**src/rtl/button_input_conditioner_if.sv**
```systemverilog
// Player-input bus between the button conditioner and the CPU input port.
interface button_input_conditioner_if #(
    parameter int WIDTH = 4
);
    logic             src_sel;
    logic [WIDTH-1:0] btn_a;
    logic [WIDTH-1:0] btn_b;
    logic             rd_strobe;
    logic [WIDTH-1:0] level;
    logic [WIDTH-1:0] pressed;
    logic             any_pressed;
    logic [7:0]       press_count;

    modport master (
        output src_sel, btn_a, btn_b, rd_strobe,
        input  level, pressed, any_pressed, press_count
    );

    modport slave (
        input  src_sel, btn_a, btn_b, rd_strobe,
        output level, pressed, any_pressed, press_count
    );
endinterface

```
**src/rtl/button_input_conditioner.sv**
```systemverilog
// Source mux, 2-flop sync and per-channel debounce with sticky press flags cleared by CPU read.
// Level/press latency DEBOUNCE_CYCLES+2 from raw edge; no backpressure, reads are single-cycle.
module button_input_conditioner #(
    parameter int DEBOUNCE_CYCLES = 500000,
    parameter int WIDTH           = 4
) (
    input  logic                          clock,
    input  logic                          reset,
    button_input_conditioner_if.slave     bus
);
    localparam int             CW      = $clog2(DEBOUNCE_CYCLES + 1);
    localparam logic [CW-1:0]  CNT_MAX = CW'(DEBOUNCE_CYCLES);

    localparam logic [1:0] ST_LOW       = 2'd0;
    localparam logic [1:0] ST_WAIT_HIGH = 2'd1;
    localparam logic [1:0] ST_HIGH      = 2'd2;
    localparam logic [1:0] ST_WAIT_LOW  = 2'd3;

    logic [WIDTH-1:0] raw, sync1, sync2;
    logic             sel_q, sel_prev, blind_hold;
    logic [1:0]       sel_vld;
    logic             sel_switch, blind;

    logic [1:0]       state     [WIDTH];
    logic [1:0]       state_nxt [WIDTH];
    logic [CW-1:0]    cnt       [WIDTH];
    logic [CW-1:0]    cnt_nxt   [WIDTH];
    logic [CW-1:0]    cnt_inc;
    logic [WIDTH-1:0] level_q, level_nxt, ev;
    logic [WIDTH-1:0] pressed_q, pressed_nxt;
    logic             any_q;
    logic [7:0]       count_q, ev_cnt;

    assign raw = bus.src_sel ? bus.btn_a : bus.btn_b;

    // sel_vld keeps the first register fill after reset from looking like a source flip
    assign sel_switch = sel_vld[1] && (sel_q != sel_prev);
    assign blind      = sel_switch || blind_hold;

    always_ff @(posedge clock or posedge reset) begin
        if (reset) begin
            sync1      <= '0;
            sync2      <= '0;
            sel_q      <= 1'b0;
            sel_prev   <= 1'b0;
            sel_vld    <= 2'b00;
            blind_hold <= 1'b0;
        end else begin
            sync1      <= raw;
            sync2      <= sync1;
            sel_q      <= bus.src_sel;
            sel_prev   <= sel_q;
            sel_vld    <= {sel_vld[0], 1'b1};
            blind_hold <= sel_switch;
        end
    end

    always_comb begin
        ev     = '0;
        ev_cnt = '0;
        for (int i = 0; i < WIDTH; i++) begin
            state_nxt[i] = state[i];
            cnt_nxt[i]   = cnt[i];
            level_nxt[i] = level_q[i];
            cnt_inc      = (cnt[i] == CNT_MAX) ? cnt[i] : cnt[i] + CW'(1);
            if (blind) begin
                // park in the stable state matching the held level until the syncs refill
                state_nxt[i] = level_q[i] ? ST_HIGH : ST_LOW;
                cnt_nxt[i]   = '0;
            end else begin
                case (state[i])
                    ST_LOW: begin
                        if (sync2[i]) begin
                            state_nxt[i] = ST_WAIT_HIGH;
                            cnt_nxt[i]   = CW'(1);
                        end
                    end
                    ST_WAIT_HIGH: begin
                        if (!sync2[i]) begin
                            state_nxt[i] = ST_LOW;
                            cnt_nxt[i]   = '0;
                        end else if (cnt_inc == CNT_MAX) begin
                            state_nxt[i] = ST_HIGH;
                            cnt_nxt[i]   = '0;
                            level_nxt[i] = 1'b1;
                            ev[i]        = 1'b1;
                        end else begin
                            cnt_nxt[i]   = cnt_inc;
                        end
                    end
                    ST_HIGH: begin
                        if (!sync2[i]) begin
                            state_nxt[i] = ST_WAIT_LOW;
                            cnt_nxt[i]   = CW'(1);
                        end
                    end
                    default: begin
                        if (sync2[i]) begin
                            state_nxt[i] = ST_HIGH;
                            cnt_nxt[i]   = '0;
                        end else if (cnt_inc == CNT_MAX) begin
                            state_nxt[i] = ST_LOW;
                            cnt_nxt[i]   = '0;
                            level_nxt[i] = 1'b0;
                        end else begin
                            cnt_nxt[i]   = cnt_inc;
                        end
                    end
                endcase
            end
            ev_cnt = ev_cnt + 8'(ev[i]);
        end
    end

    // a press landing on the read edge survives the clear
    assign pressed_nxt = (bus.rd_strobe ? '0 : pressed_q) | ev;

    always_ff @(posedge clock or posedge reset) begin
        if (reset) begin
            for (int i = 0; i < WIDTH; i++) begin
                state[i] <= ST_LOW;
                cnt[i]   <= '0;
            end
            level_q   <= '0;
            pressed_q <= '0;
            any_q     <= 1'b0;
            count_q   <= '0;
        end else begin
            for (int i = 0; i < WIDTH; i++) begin
                state[i] <= state_nxt[i];
                cnt[i]   <= cnt_nxt[i];
            end
            level_q   <= level_nxt;
            pressed_q <= pressed_nxt;
            any_q     <= |pressed_nxt;
            count_q   <= count_q + ev_cnt;
        end
    end

    assign bus.level       = level_q;
    assign bus.pressed     = pressed_q;
    assign bus.any_pressed = any_q;
    assign bus.press_count = count_q;
endmodule

```
**src/flat_wrapper.sv**
```systemverilog
// flat-port wrapper written by rule: the top's interface ports become plain ports
module button_input_conditioner_flat 
#(
    parameter int DEBOUNCE_CYCLES = 500000,
    parameter int WIDTH           = 4
)
  (clock, reset, bus_src_sel, bus_btn_a, bus_btn_b, bus_rd_strobe, bus_level, bus_pressed, bus_any_pressed, bus_press_count);
  button_input_conditioner_if #(.WIDTH(WIDTH)) bus_i ();
  input  logic clock;
  input  logic reset;
  input wire logic [$bits(bus_i.src_sel)-1:0] bus_src_sel;
  input wire logic [$bits(bus_i.btn_a)-1:0] bus_btn_a;
  input wire logic [$bits(bus_i.btn_b)-1:0] bus_btn_b;
  input wire logic [$bits(bus_i.rd_strobe)-1:0] bus_rd_strobe;
  output wire logic [$bits(bus_i.level)-1:0] bus_level;
  output wire logic [$bits(bus_i.pressed)-1:0] bus_pressed;
  output wire logic [$bits(bus_i.any_pressed)-1:0] bus_any_pressed;
  output wire logic [$bits(bus_i.press_count)-1:0] bus_press_count;
  assign bus_i.src_sel = bus_src_sel;
  assign bus_i.btn_a = bus_btn_a;
  assign bus_i.btn_b = bus_btn_b;
  assign bus_i.rd_strobe = bus_rd_strobe;
  assign bus_level = bus_i.level;
  assign bus_pressed = bus_i.pressed;
  assign bus_any_pressed = bus_i.any_pressed;
  assign bus_press_count = bus_i.press_count;
  button_input_conditioner #(.DEBOUNCE_CYCLES(DEBOUNCE_CYCLES), .WIDTH(WIDTH)) u_core (.clock(clock), .reset(reset), .bus(bus_i));
endmodule
```
**config.mk**
```make
export PLATFORM = sky130hd
export DESIGN_NAME = button_input_conditioner_flat
export DESIGN_NICKNAME = d
export VERILOG_FILES = /design/src/rtl/button_input_conditioner_if.sv /design/src/rtl/button_input_conditioner.sv /design/src/flat_wrapper.sv
export SDC_FILE = /design/constraint.sdc
export NUM_CORES = 1
export LEC_CHECK = 0
export BUFFER_PORTS_ARGS = -buffer_cell sky130_fd_sc_hd__buf_2
export CORE_MARGIN = 4
export CORE_UTILIZATION = 26
export DETAILED_ROUTE_END_ITERATION = 8
export GPL_TIMING_DRIVEN = 0
export RECOVER_POWER = 50
export SETUP_SLACK_MARGIN = 0.5
export SLEW_MARGIN = 20
export SYNTH_ARGS = -nofsm -noshare
export SYNTH_HDL_FRONTEND = slang
export SYNTH_SLANG_ARGS = --single-unit
```
**constraint.sdc**
```tcl
create_clock -name clock -period 4.7 [get_ports clock]
set_input_delay 0 -clock clock [delete_from_list [all_inputs] [get_ports clock]]
set_output_delay 0 -clock clock [all_outputs]
set_load 0.005 [all_outputs]
```
==> Flow_metrics.wiki <==
{| class="wikitable"
! Metric !! Value
|-
| Status || finished, violations left
|-
| Violations in the final reports || max-capacitance violations, max-slew violations
|-
| Top_reg_cell synth || dfrtp_1
|-
| FF-to-FF Start || u_core.cnt[57]
|-
| Total setup violations reported at the end of the flow || 0
|-
| WHS Path Cells || 3
|-
| Vias per cell || 5.38
|-
| Crit path largest cell delay || 520 ps
|-
| Final Cycle Share || 0.875
|-
| Placement Cell Area || 8660 sq um
|-
| Clock transition at path regs || 60 ps
|-
| Sequential cell area fraction in the yosys report || 0.357
|-
| Via total after detailed routing || 7681
|-
| Number of DRC violations after detailed routing || 0
|-
| Placer congestion estimate || 0.905
|-
| 1st-iter DRT viols || 530
|-
| Die boundary width || 183 um
|-
| Detailed placer's ending HPWL || 15.6 mm
|-
| #FFs+latches synth || 114
|-
| CP most frequent cell || ha_4
|-
| Overflow left after global routing || 0
|-
| Clock root buffer || clkbuf_16
|-
| Mapped Cells || 947
|-
| Routed wirelength normalized by instance count || 16.0 um
|-
| Leading post-synthesis cells by cell area || dfrtp_1, ha_1, nand3_1
|-
| Via count of the first global-routing pass || 7450
|-
| Area enclosed by the die boundary || 33600 sq um
|-
| Worst-Margin Slew || 2470 ps
|-
| Library cell with the largest summed area after synthesis || dfrtp_1
|-
| Clock Path Buffers || 2
|-
| Fillcell total || 3127
|-
| Io pins || 29
|-
| Number of nets in the synthesized netlist || 990
|-
| Pwr/cell area || 341 nW/um^2
|-
| Number of synthesized flops with an enable pin || 0
|-
| Design Area, Final || 9740 sq um
|-
| Global router's overall resource usage || 0.135
|-
| Mapped Area || 7980 sq um
|-
| Fraction of post-synthesis cell area in the top cell type by area || 0.357
|-
| Number of hold violations in the final report || 0
|-
| Mean area per synthesized cell || 8.43 sq um
|-
| Synth top cells by count || dfrtp_1, nand2_1, nand3_1, nor2_1, inv_1
|-
| Crit-path slowest cell || fa_1
|-
| Level count of the clock H-tree || 4
|-
| Routed Wire Length || 22.9 mm
|-
| Antenna Nets Post-Route || 0
|-
| Antenna violations before repair || 0
|-
| Max cap viols || 2
|-
| HP Class || in -> reg
|-
| Chip height || 183 um
|-
| Required time reported for the critical path endpoint || 5050 ps
|-
| Clk Latency, worst-skew pair || 420 ps
|-
| Kind of launch point of the worst setup path || flop
|-
| Worst setup path class || reg -> reg
|-
| Peak supply drop || 0.243 mV
|-
| Hold Crit Start || bus_btn_a[0]
|-
| Worst Setup Slack post-DPL || -136 ps
|-
| Net count, final || 1067
|-
| RSZ-0062 raised after global routing || yes
|-
| Number of standard cells in the layout, taps in and fillers out || 1427
|-
| Largest net degree at the start of global routing || 60
|-
| Drt pass-1 iters || 5
|-
| Max Transition Viols Final || 117
|-
| Layout Area Growth over Synthesis || 22.1%
|-
| Worst min-delay path endpoint || u_core.sync1[0]
|-
| Reg2Reg Depth || 17
|-
| Placed cell count || 1366
|-
| Register-to-Register Setup Slack || 590 ps
|-
| Initial cell density of the core || 0.266
|-
| Buffers on Ports || 28
|-
| Synth async-reset ratio || 1.00
|-
| Worst setup margin || 587 ps
|-
| Largest fanout on the critical path || 4
|-
| Placeable Area || 30000 sq um
|-
| Number of buffers inserted during clock tree synthesis || 17
|-
| Skew final || 11.1 ps
|-
| Period minus WS final || 4110 ps
|-
| Crit end category || flop
|-
| Worst endpoint data arrival time || 4460 ps
|-
| Capture point of the worst reg-to-reg path || u_core.bus.press_count[4]
|-
| Headroom to the max-slew limit || -0.654
|-
| Distinct cells, synth || 76
|-
| Number of inserted diodes || 0
|-
| Share of final-layout standard cells stronger than drive strength 1 || 0.163
|-
| Number of core rows || 63
|-
| Achievable Freq || 0.243 GHz
|-
| First-pass GRT wire length || 37.7 mm
|-
| Static Leak || 3.85 nW
|-
| Cells along the critical path || inv_4, ha_4, or4b_4, or3_4, o21a_1, nor3_2, nor4_2, buf_4, and2_4, ha_4, fa_1, ha_4, fa_2, a21o_1, nand2_2, buf_4, xnor2_1
|-
| Yosys warning count || 0
|-
| CTS tree || built
|-
| Leading cell type by number of instances after synthesis || dfrtp_1
|-
| Sink count of the clock tree || 114
|-
| Power Total || 3.32 mW
|}
[worst max-delay path: cells and delay by family (launching register included)]
kind                     cells  cell delay, ps
AO/OA/AOI/OAI                2             400
XOR/XNOR                     1             100
adder cells (fa/ha/maj)      5            1420
buffers and inverters        3             350
flip-flops                   1             440
AND/OR/NAND/NOR              6            1320
[cells in the final DEF, fill, tap and decap left out, types with 16 or more instances in the layout]
master     count
o21ai_0       36
buf_4         17
dfrtp_1      107
nand2_1       78
nor3_1        31
clkbuf_2      20
ha_1          24
clkbuf_16     17
a31oi_1       39
or3_1         20
nand4_1       32
xnor2_1       16
buf_2         30
nor2_1        61
inv_1         53
nand3_1       61
clkbuf_1      38
[metrics by stage]
| stage | utilization | TNS, ps | hold WS, ps |
|---|---|---|---|
| after floorplan | - | 0 | 31.4 |
| after global placement | 0.288 | -172 | 183 |
| after detailed placement | 0.289 | -149 | 112 |
| after CTS | 0.316 | 0 | 227 |
| after global routing | 0.325 | 0 | 340 |
| final | 0.325 | 0 | 338 |
[where the power goes]
group | total (mW) | switching [mW] | internal [mW]
clock network | 1.35 | 0.509 | 0.840
logic | 0.865 | 0.545 | 0.320
registers | 1.10 | 0.0683 | 1.04
[kinds of logic after synthesis]
kind of cell             synth area share
AND/OR/NAND/NOR                     0.281
AO/OA/AOI/OAI                       0.195
buffers and inverters              0.0577
flip-flops                          0.357
adder cells (fa/ha/maj)            0.0505
XOR/XNOR                           0.0296
multiplexers                       0.0288
other                            0.000470
[how the worst max path moves through the flow]
stage | start | endpoint | slack, ps
after global routing | u_core.cnt[57] | u_core.bus.press_count[4] | 470
after detailed placement | u_core.cnt[57] | u_core.bus.press_count[6] | -140
after CTS | u_core.cnt[57] | u_core.bus.press_count[6] | 430
after global placement | u_core.cnt[58] | u_core.bus.press_count[6] | -30
after floorplan | u_core.cnt[57] | u_core.bus.press_count[6] | 500
final | u_core.cnt[57] | u_core.bus.press_count[4] | 590
[layer usage]
metal  up-vias  part of all wire  track usage
met5         -                 0            0
met4         0             0.019       0.0450
met3        41             0.047       0.0301
met2       188              0.47        0.218
met1      3762              0.46        0.179
li1       3690                 -            -
[final cells by class]
type | instances | area (sq um) | share of cell area
repair buffers | 58 | 385 | 0.0395
plain buffers | 60 | 277 | 0.0284
multi-input cells | 717 | 4910 | 0.504
well taps | 390 | 488 | 0.0501
clock inverters | 14 | 179 | 0.0184
inverters | 56 | 214 | 0.0220
flip-flops and latches | 114 | 2860 | 0.294
clock buffers | 18 | 429 | 0.0440
[sequential cells by signal, summed over array words and instances (netlist names), 2 cells and up, named ones only]
register	count
u_core.sel_vld	2
u_core.sync1	4
u_core.state	4
u_core.bus.level	4
u_core.bus.pressed	4
u_core.sync2	4
u_core.bus.press_count	8
u_core.cnt	76
[what timing repair did]
action,4_1_cts,5_1_grt
resized for setup,18,75
endpoints found under the setup margin,7,5
hold endpoints to repair,63,0
buffers inserted,5,13
hold buffers,11,0
pin swaps,4,16
Note: power is estimated with default switching activity, not from simulation.
